File: src/rtl/ex_muldiv_unit.sv
// Iterative EX-stage multiply/divide unit with HI/LO registers; stalls ID/EX while a mul/div runs.
// Divider datapath is present only when MULDIV_DIV_EN is defined.
module ex_muldiv_unit (
  input  logic        clock,
  input  logic        rst,
  input  logic [5:0]  aluControl,
  input  logic [31:0] DataA,
  input  logic [31:0] DataB,
  output logic        IDEXWrite,
  output logic        busy,
  output logic [31:0] result,
  output logic [31:0] hi,
  output logic [31:0] lo
);

  localparam logic [5:0] OP_MFHI  = 6'h10;
  localparam logic [5:0] OP_MTHI  = 6'h11;
  localparam logic [5:0] OP_MFLO  = 6'h12;
  localparam logic [5:0] OP_MTLO  = 6'h13;
  localparam logic [5:0] OP_MULT  = 6'h18;
  localparam logic [5:0] OP_MULTU = 6'h19;
  localparam logic [5:0] OP_DIV   = 6'h1A;
  localparam logic [5:0] OP_DIVU  = 6'h1B;

  typedef enum logic [1:0] {
    ST_IDLE = 2'd0,
    ST_BUSY = 2'd1,
    ST_DONE = 2'd2
  } state_t;

  function automatic logic [31:0] neg32(input logic [31:0] v);
    return ~v + 32'd1;
  endfunction

  function automatic logic [63:0] neg64(input logic [63:0] v);
    return ~v + 64'd1;
  endfunction

  state_t      state_r, state_s;
  logic [4:0]  cnt_r;
  logic [63:0] acc_r;
  logic [31:0] opnd_r;
  logic        is_div_r;
  logic        neg_lo_r;
  logic        neg_hi_r;
  logic [31:0] hi_r, lo_r;

  logic        is_mul_s, is_div_s, start_s, sgn_op_s, a_neg_s, b_neg_s;
  logic [31:0] mag_a_s, mag_b_s;
  logic [32:0] sum_s;
  logic [63:0] mul_nxt_s, acc_nxt_s, mul_res_s;
  logic [31:0] hi_fin_s, lo_fin_s;

  assign is_mul_s = (aluControl == OP_MULT) || (aluControl == OP_MULTU);
`ifdef MULDIV_DIV_EN
  assign is_div_s = (aluControl == OP_DIV) || (aluControl == OP_DIVU);
`else
  assign is_div_s = 1'b0;
`endif
  assign start_s  = is_mul_s | is_div_s;
  assign sgn_op_s = (aluControl == OP_MULT) || (aluControl == OP_DIV);
  assign a_neg_s  = sgn_op_s & DataA[31];
  assign b_neg_s  = sgn_op_s & DataB[31];
  assign mag_a_s  = a_neg_s ? neg32(DataA) : DataA;
  assign mag_b_s  = b_neg_s ? neg32(DataB) : DataB;

  // Shift-add step: multiplier sits in the low half and shifts out as the product shifts in.
  assign sum_s     = {1'b0, acc_r[63:32]} + (acc_r[0] ? {1'b0, opnd_r} : 33'd0);
  assign mul_nxt_s = {sum_s, acc_r[31:1]};

`ifdef MULDIV_DIV_EN
  logic        ge_s;
  logic [31:0] sub_s;
  logic [63:0] div_nxt_s;
  assign ge_s      = acc_r[63:31] >= {1'b0, opnd_r};
  assign sub_s     = acc_r[62:31] - opnd_r;
  assign div_nxt_s = ge_s ? {sub_s, acc_r[30:0], 1'b1} : {acc_r[62:0], 1'b0};
  assign acc_nxt_s = is_div_r ? div_nxt_s : mul_nxt_s;
`else
  assign acc_nxt_s = mul_nxt_s;
`endif

  assign mul_res_s = neg_lo_r ? neg64(acc_nxt_s) : acc_nxt_s;
  assign hi_fin_s  = is_div_r ? (neg_hi_r ? neg32(acc_nxt_s[63:32]) : acc_nxt_s[63:32])
                              : mul_res_s[63:32];
  assign lo_fin_s  = is_div_r ? (neg_lo_r ? neg32(acc_nxt_s[31:0]) : acc_nxt_s[31:0])
                              : mul_res_s[31:0];

  // State register
  always_ff @(posedge clock) begin
    if (rst) begin
      state_r <= ST_IDLE;
    end else begin
      state_r <= state_s;
    end
  end

  // Next-state and pipeline stall decode
  always_comb begin
    state_s   = state_r;
    IDEXWrite = 1'b1;
    case (state_r)
      ST_IDLE: begin
        if (start_s) begin
          state_s   = ST_BUSY;
          IDEXWrite = 1'b0;
        end else begin
          state_s   = ST_IDLE;
        end
      end
      ST_BUSY: begin
        IDEXWrite = 1'b0;
        if (cnt_r == 5'd31) begin
          state_s = ST_DONE;
        end else begin
          state_s = ST_BUSY;
        end
      end
      ST_DONE: state_s = ST_IDLE;
      default: state_s = ST_IDLE;
    endcase
  end

  // Operand latch, iteration datapath and HI/LO registers
  always_ff @(posedge clock) begin
    if (rst) begin
      cnt_r    <= 5'd0;
      acc_r    <= 64'd0;
      opnd_r   <= 32'd0;
      is_div_r <= 1'b0;
      neg_lo_r <= 1'b0;
      neg_hi_r <= 1'b0;
      hi_r     <= 32'd0;
      lo_r     <= 32'd0;
    end else begin
      case (state_r)
        ST_IDLE: begin
          if (start_s) begin
            cnt_r    <= 5'd0;
            is_div_r <= is_div_s;
            acc_r    <= {32'd0, (is_div_s ? mag_a_s : mag_b_s)};
            opnd_r   <= is_div_s ? mag_b_s : mag_a_s;
            // A zero divisor keeps the all-ones quotient and lets the remainder rebuild DataA.
            neg_lo_r <= (a_neg_s ^ b_neg_s) & (~is_div_s | (|DataB));
            neg_hi_r <= is_div_s & a_neg_s;
          end else if (aluControl == OP_MTHI) begin
            hi_r <= DataA;
          end else if (aluControl == OP_MTLO) begin
            lo_r <= DataA;
          end
        end
        ST_BUSY: begin
          cnt_r <= cnt_r + 5'd1;
          acc_r <= acc_nxt_s;
          if (cnt_r == 5'd31) begin
            hi_r <= hi_fin_s;
            lo_r <= lo_fin_s;
          end
        end
        default: begin
          cnt_r <= 5'd0;
        end
      endcase
    end
  end

  // MFHI/MFLO read mux
  always_comb begin
    result = 32'd0;
    case (aluControl)
      OP_MFHI: result = hi_r;
      OP_MFLO: result = lo_r;
      default: result = 32'd0;
    endcase
  end

  assign busy = (state_r == ST_BUSY);
  assign hi   = hi_r;
  assign lo   = lo_r;

endmodule

File: config.mk
export PLATFORM = sky130hd
export DESIGN_NAME = ex_muldiv_unit
export DESIGN_NICKNAME = d
export VERILOG_FILES = /design/src/rtl/ex_muldiv_unit.sv
export SDC_FILE = /design/constraint.sdc
export NUM_CORES = 1
export LEC_CHECK = 0
export CORE_ASPECT_RATIO = 0.5
export CORE_MARGIN = 2
export CORE_UTILIZATION = 56
export DETAILED_ROUTE_END_ITERATION = 6
export DONT_BUFFER_PORTS = 1
export GPL_ROUTABILITY_DRIVEN = 0
export HOLD_SLACK_MARGIN = 0.05
export PLACE_DENSITY_LB_ADDON = 0.3
export SLEW_MARGIN = 25
export SYNTH_ARGS = -nofsm -noshare
export SYNTH_HDL_FRONTEND = slang
export SYNTH_SLANG_ARGS = --single-unit
File: constraint.sdc
create_clock -name clock -period 8.2 [get_ports clock]
set_input_delay 2.46 -clock clock [delete_from_list [all_inputs] [get_ports clock]]
set_output_delay 2.46 -clock clock [all_outputs]
set_load 0.01 [all_outputs]
==> metrics.json, run 1 <==
{
  "dp.final_hpwl": {"value": 27600, "unit": "um"},
  "power": {"value": 1840, "unit": "uW"},
  "cts_hold_repair.buffers": {"value": 0},
  "num_antenna_cells": {"value": 0},
  "cp.required": {"value": 5.74, "unit": "ns"},
  "clk_transition_reported_paths": {"value": 0.06, "unit": "ns"},
  "floorplan.core_area": {"value": 0.0207, "unit": "mm2"},
  "timing.final.ws_setup": {"value": 2.08, "unit": "ns"},
  "post_synth.cell_area_avg": {"value": 7.74, "unit": "um2"},
  "insertion_delay": {"value": 0.44, "unit": "ns"},
  "post-route-period-util": {"value": 74.6, "unit": "%"},
  "critical_path.startpoint_type": {"value": "input port"},
  "synth_enable_flop_cells": {"value": 0},
  "yosysMostFrequentCell": {"value": "nor2_1"},
  "ir_drop": {"value": 129, "unit": "uV"},
  "drt_drc_violations_left": {"value": 1},
  "cts_root_buffer": {"value": "clkbuf_16"},
  "regToRegEndpoint": {"value": "hi[20]"},
  "cts_tree": {"value": "yes"},
  "synthTopCellsByArea": {"value": "dfxtp_1 28%, nor2_1 7.3%, xor2_1 5.6%"},
  "antenna_found_initial": {"value": 0},
  "fp.dieArea": {"value": 0.0225, "unit": "mm2"},
  "synth_area": {"value": 0.0119, "unit": "mm2"},
  "period_needed": {"value": 6.12, "unit": "ns"},
  "power.density_cell_area": {"value": 147, "unit": "mW/mm2"},
  "reg2reg_depth": {"value": 12},
  "tightest_slew": {"value": 1.06, "unit": "ns"},
  "area_of_combinational_cells_with_multiple_inputs": {"value": 0.00807, "unit": "mm2"},
  "setup-tns-final": {"value": 0, "unit": "ns"},
  "critical_path_type": {"value": "input port to output pin"},
  "drive_above_1_share": {"value": 5.91, "unit": "%"},
  "drt_pass1_iterations": {"value": 7},
  "place_worst_setup_slack": {"value": 2.12, "unit": "ns"},
  "synth_largest_area_cell": {"value": "dfxtp_1"},
  "failed_checks": {"value": "design-rule violations"},
  "num-nets-final": {"value": 1568},
  "mappedNetlistNets": {"value": 1644},
  "syn-instance-count": {"value": 1534},
  "timing.max_cap.violations": {"value": 0},
  "critPathMaxFanout": {"value": 32},
  "antenna_left": {"value": 0},
  "power.leakage": {"value": 0.00479, "unit": "uW"},
  "design_area": {"value": 0.0126, "unit": "mm2"},
  "cts.sink_count": {"value": 168},
  "synth.distinct_cells": {"value": 85},
  "crit-reg2reg-launch": {"value": "acc_r[0]"},
  "max_freq": {"value": 163, "unit": "MHz"},
  "first_global_vias": {"value": 10800},
  "hold_viol": {"value": 0},
  "fin_skew": {"value": 0.00940, "unit": "ns"},
  "outcome": {"value": "finished, violations left"},
  "setup_viol_count_final": {"value": 0},
  "critical_path_sink_type": {"value": "output pin"},
  "placed_area": {"value": 0.0119, "unit": "mm2"},
  "worst_max_slew_margin_expressed_relative_to_the_limit": {"value": 29.3, "unit": "%"},
  "cts-resized-gates": {"value": 0},
  "hold_path.class": {"value": "flip-flop to flip-flop"},
  "post-synth-top-area-fraction": {"value": 28.3, "unit": "%"},
  "timing.hold.worst.start": {"value": "acc_r[50]"},
  "die_height": {"value": 107, "unit": "um"},
  "detail_route.wl_per_cell": {"value": 21.9, "unit": "um"},
  "globalRouteOverflowTotal": {"value": 0},
  "final.hold.worst_slack": {"value": 0.465, "unit": "ns"},
  "areaGrowthSynthToFinish": {"value": 5.74, "unit": "%"},
  "ys.flop_type": {"value": "dfxtp_1"},
  "reg2reg_setup_slack": {"value": 3.17, "unit": "ns"},
  "route.final.wire_length": {"value": 38200, "unit": "um"},
  "asyncSetResetFlopFracSynth": {"value": 0, "unit": "%"},
  "worstPathArrival": {"value": 3.66, "unit": "ns"},
  "postSynthRegisterBits": {"value": 168},
  "grt_first_pass_wirelength": {"value": 59300, "unit": "um"},
  "fillers": {"value": 1764},
  "drt-vias-per-instance": {"value": 6.91},
  "cts_htree_levels": {"value": 4},
  "setup_repair_after_global_routing_missed_its_margin": {"value": "false"},
  "die_w": {"value": 210, "unit": "um"},
  "synth-warning-count": {"value": 0},
  "core.rowCount": {"value": 37},
  "overall_global_routing_usage": {"value": 33.2, "unit": "%"},
  "timing.critical_path.from": {"value": "aluControl[5]"},
  "min_delay_path_depth": {"value": 2},
  "min_delay_endpoint": {"value": "acc_r[50]"},
  "drt_first_iter_violations": {"value": 1801},
  "tritoncts.num_buffers": {"value": 17},
  "cts_setup_buffers": {"value": 0},
  "dr_total_vias": {"value": 12100},
  "finalMaxSlewViolations": {"value": 0},
  "grt_max_degree": {"value": 162},
  "buffer_ports.inserted": {"value": 0},
  "synth_commonest_cells": {"value": "230 x nor2_1, 168 x dfxtp_1, 114 x a21oi_1, 100 x nand2_1, 96 x clkbuf_1"},
  "boundaryPins": {"value": 170},
  "bufs_on_longest_clock_path": {"value": 2},
  "ff_latch_area": {"value": 0.00336, "unit": "mm2"},
  "floorplan.initialDensity": {"value": 57.4, "unit": "%"},
  "synth_seq_area_share": {"value": 28.3, "unit": "%"}
}
per-layer routing:
layer | up-vias | part of all wire (%) | track usage (%)
met5 | - | 0 | 0
met4 | 0 | 2.2 | 9.47
met3 | 81 | 13 | 8.73
met2 | 712 | 43 | 49.3
met1 | 5694 | 43 | 47.4
li1 | 5567 | - | -
critical path, cell delays in order:
cell and delay [ns]:
nand2b_1 0.15, nor2_1 0.13, nor4b_2 0.21, buf_4 0.35
a22o_1 0.34
layout make-up:
type	instances	area share, %
multi-input combinational	1243	64.2
sequential	168	26.8
clock buffer	20	3.56
tap	273	2.72
clock inverter	12	1.51
timing repair buffer	11	0.657
inverter	17	0.528
per-stage QoR:
step,instances,utilization (%)
floorplan,1534,-
finish,1744,60.7
global placement,1712,57.6
detailed placement,1712,57.6
CTS,1744,60.7
global route,1744,60.7
cells by family after synthesis:
group | after synthesis | synth area share (%)
and+or+nand+nor | 555 | 22.7
AOI/OAI and AO/OA | 520 | 31.3
DFF | 168 | 28.3
buffers and inverters | 123 | 3.94
xor gates and xnor gates | 122 | 9.00
adders and majority gates | 38 | 4.07
muxes | 8 | 0.674
sequential cells by signal, summed over array words and instances (netlist names):
signal and count:
acc_r 64, cnt_r 5, hi 32, lo 32
neg_lo_r 1, opnd_r 32, state_r 2
layout by cell type, fill, tap and decap left out, drive strengths merged, types with 29 or more instances in the layout:
cell type    n
a21oi      119
and2        48
xnor2       46
a222oi      30
nand2      100
ha          37
or3         32
xor2        76
o21ai       83
a22oi       29
dfxtp      168
a211oi      63
o31ai       32
a22o        35
nor2       231
power by group:
group | switching (uW) | internal [uW]
clock | 359 | 524
combinational | 82.4 | 43.2
sequential | 10.6 | 824
total | 452 | 1390
worst max path at each step:
stage,to,slack (ns),cells past startpoint
detailed placement,result[20],2.12,5
floorplan,IDEXWrite,1.97,6
finish,result[20],2.08,5
global route,result[20],1.99,5
CTS,result[20],2.11,5
global placement,result[20],2.19,5
(Power assumes the default switching activity.)
==> inputs of run 2 (changes only) <==
==> constraint.sdc (replaced) <==
create_clock -name clock -period 6.4 [get_ports clock]
set_input_delay 1.92 -clock clock [delete_from_list [all_inputs] [get_ports clock]]
set_output_delay 1.92 -clock clock [all_outputs]
set_load 0.01 [all_outputs]
==> metrics.json, run 2 (same netlist as run 1, synthesis figures left out) <==
{
  "outcome": {"value": "finished, violations left"},
  "failed_checks": {"value": "design-rule violations"},
  "placed_area": {"value": 0.0119, "unit": "mm2"},
  "globalRouteOverflowTotal": {"value": 0},
  "power.leakage": {"value": 0.00476, "unit": "uW"},
  "areaGrowthSynthToFinish": {"value": 5.18, "unit": "%"},
  "tritoncts.num_buffers": {"value": 17},
  "hold_path.class": {"value": "flip-flop to flip-flop"},
  "grtUsageMet2": {"value": 48.7, "unit": "%"},
  "setup-tns-final": {"value": 0, "unit": "ns"},
  "floorplan.initialDensity": {"value": 57.4, "unit": "%"},
  "clk_transition_reported_paths": {"value": 0.07, "unit": "ns"},
  "drive_above_1_share": {"value": 5.99, "unit": "%"},
  "cts_htree_levels": {"value": 4},
  "cts_tree": {"value": "yes"},
  "cts_root_buffer": {"value": "clkbuf_16"},
  "fin_skew": {"value": 0.0119, "unit": "ns"},
  "buffer_ports.inserted": {"value": 0},
  "drt_drc_violations_left": {"value": 2},
  "post-route-period-util": {"value": 80.9, "unit": "%"},
  "min_delay_path_depth": {"value": 2},
  "drt_first_iter_violations": {"value": 1653},
  "ir_drop": {"value": 181, "unit": "uV"},
  "period_needed": {"value": 5.18, "unit": "ns"},
  "regToRegEndpoint": {"value": "hi[23]"},
  "cts_setup_buffers": {"value": 0},
  "global_routing_usage_on_met3": {"value": 9.75, "unit": "%"},
  "core.rowCount": {"value": 37},
  "bufs_on_longest_clock_path": {"value": 2},
  "floorplan.core_area": {"value": 0.0207, "unit": "mm2"},
  "critical_path.startpoint_type": {"value": "flip-flop"},
  "critical_path_sink_type": {"value": "flip-flop"},
  "worstPathArrival": {"value": 5.49, "unit": "ns"},
  "reg2reg_setup_slack": {"value": 1.22, "unit": "ns"},
  "design_area": {"value": 0.0125, "unit": "mm2"},
  "detail_route.wl_per_cell": {"value": 22.0, "unit": "um"},
  "antenna_left": {"value": 0},
  "fp.dieArea": {"value": 0.0225, "unit": "mm2"},
  "largest_register": {"value": "acc_r"},
  "route.final.wire_length": {"value": 38300, "unit": "um"},
  "timing.max_cap.violations": {"value": 0},
  "critical-path-max-stage-delay": {"value": 0.98, "unit": "ns"},
  "crit_chain": {"value": "and2_1 > ha_1 > a211oi_1 > o21bai_1 > o211a_1 > or4_1 > a221oi_2 > nand4b_1 > or2_1 > o31ai_1 > xor2_1 > o21ai_0"},
  "critical-path-slowest-cell": {"value": "dfxtp_1"},
  "final.hold.worst_slack": {"value": 0.455, "unit": "ns"},
  "num_antenna_cells": {"value": 0},
  "critPathTopFamily": {"value": "compound AO/OA/AOI/OAI gates"},
  "setup_viol_count_final": {"value": 0},
  "cts.sink_count": {"value": 168},
  "grt_max_degree": {"value": 162},
  "insertion_delay": {"value": 0.44, "unit": "ns"},
  "use_met1": {"value": 46.2, "unit": "%"},
  "critPathMaxFanout": {"value": 33},
  "tightest_slew": {"value": 1.16, "unit": "ns"},
  "cp.buffers_inverters": {"value": 0},
  "antenna_found_initial": {"value": 0},
  "critical_path_type": {"value": "flip-flop to flip-flop"},
  "crit-reg2reg-launch": {"value": "acc_r[0]"},
  "mostFrequentLayoutCell": {"value": "nor2_1"},
  "worst_max_slew_margin_expressed_relative_to_the_limit": {"value": 22.0, "unit": "%"},
  "cts_hold_repair.buffers": {"value": 0},
  "min_delay_endpoint": {"value": "opnd_r[16]"},
  "final_core_utilization": {"value": 60.4, "unit": "%"},
  "boundaryPins": {"value": 170},
  "die_height": {"value": 107, "unit": "um"},
  "largest_reg_flops": {"value": 64},
  "fillers": {"value": 1809},
  "setup_repair_after_global_routing_missed_its_margin": {"value": "false"},
  "num-nets-final": {"value": 1566},
  "first_global_vias": {"value": 10700},
  "hold_viol": {"value": 0},
  "timing.hold.worst.start": {"value": "opnd_r[16]"},
  "finalMaxSlewViolations": {"value": 0},
  "timing.critical_path.from": {"value": "acc_r[0]"},
  "mostFrequentLayoutCells": {"value": "230 x nor2_1, 167 x dfxtp_1, 114 x a21oi_1, 100 x nand2_1"},
  "grt_first_pass_wirelength": {"value": 58700, "unit": "um"},
  "dp.final_hpwl": {"value": 27800, "unit": "um"},
  "dr_total_vias": {"value": 12100},
  "drt_pass1_iterations": {"value": 7},
  "cp.required": {"value": 6.71, "unit": "ns"},
  "max_freq": {"value": 193, "unit": "MHz"},
  "power.density_cell_area": {"value": 180, "unit": "mW/mm2"},
  "die_w": {"value": 210, "unit": "um"},
  "cts-resized-gates": {"value": 0},
  "grt_most_used_layer": {"value": "met2"},
  "drt-vias-per-instance": {"value": 6.93},
  "reg2reg_depth": {"value": 12},
  "overall_global_routing_usage": {"value": 33.1, "unit": "%"}
}
-- run 2: cell count changes in the layout (fill, tap and decap cells not counted), sizes merged --
cell,before,now
inv,20,26
bufinv,4,0
clkbuf,20,17
buf,11,9
clkinv,4,6
clkinvlp,1,0
-- run 2: layout make-up --
type	count	area (um2)	area share (%)
clock buffer	17	425	3.40
clock inverter	15	154	1.23
inverter	17	66.3	0.531
multi-input combinational	1243	8080	64.6
sequential	168	3360	26.9
tap	273	342	2.73
timing repair buffer	9	67.6	0.541
-- run 2: worst max path at each step --
stage | to | slack [ns] | depth (start not counted)
after floorplan | IDEXWrite | 1.25 | 6
after global placement | result[20] | 1.46 | 5
after detailed placement | result[20] | 1.40 | 5
after CTS | result[20] | 1.39 | 5
after global routing | hi[20] | 1.0 | 12
final | hi[23] | 1.22 | 12
-- run 2: worst register-to-register path: cells and delay by family (launching register included) --
family,cells,cell delay [ns]
AOI/OAI and AO/OA,6,2.04
and+or+nand+nor,4,1.52
DFF,1,0.98
adders and majority gates,1,0.27
xor gates and xnor gates,1,0.24
-- run 2: metrics by stage --
stage / instances / power [uW] / worst slack (ns)
after global routing: 1742 / 2310 / 0.999
final: 1742 / 2250 / 1.22
after detailed placement: 1710 / 1250 / 1.40
after global placement: 1710 / 1240 / 1.46
after floorplan: 1534 / 1220 / 1.25
after CTS: 1742 / 2250 / 1.39
-- run 2: routing by layer --
metal / wire, um / part of all wire (%)
met2: 16300 / 43
met5: 0 / 0
met1: 16400 / 43
met4: 914 / 2.4
met3: 4690 / 12
-- run 2: power by group --
| group | leakage, uW | switching (uW) | internal [uW] | total, uW |
|---|---|---|---|---|
| clock network | 0.000287 | 503 | 521 | 1020 |
| logic | 0.00311 | 105 | 55.3 | 160 |
| registers | 0.00136 | 13.6 | 1050 | 1070 |
| total | 0.00476 | 621 | 1630 | 2250 |
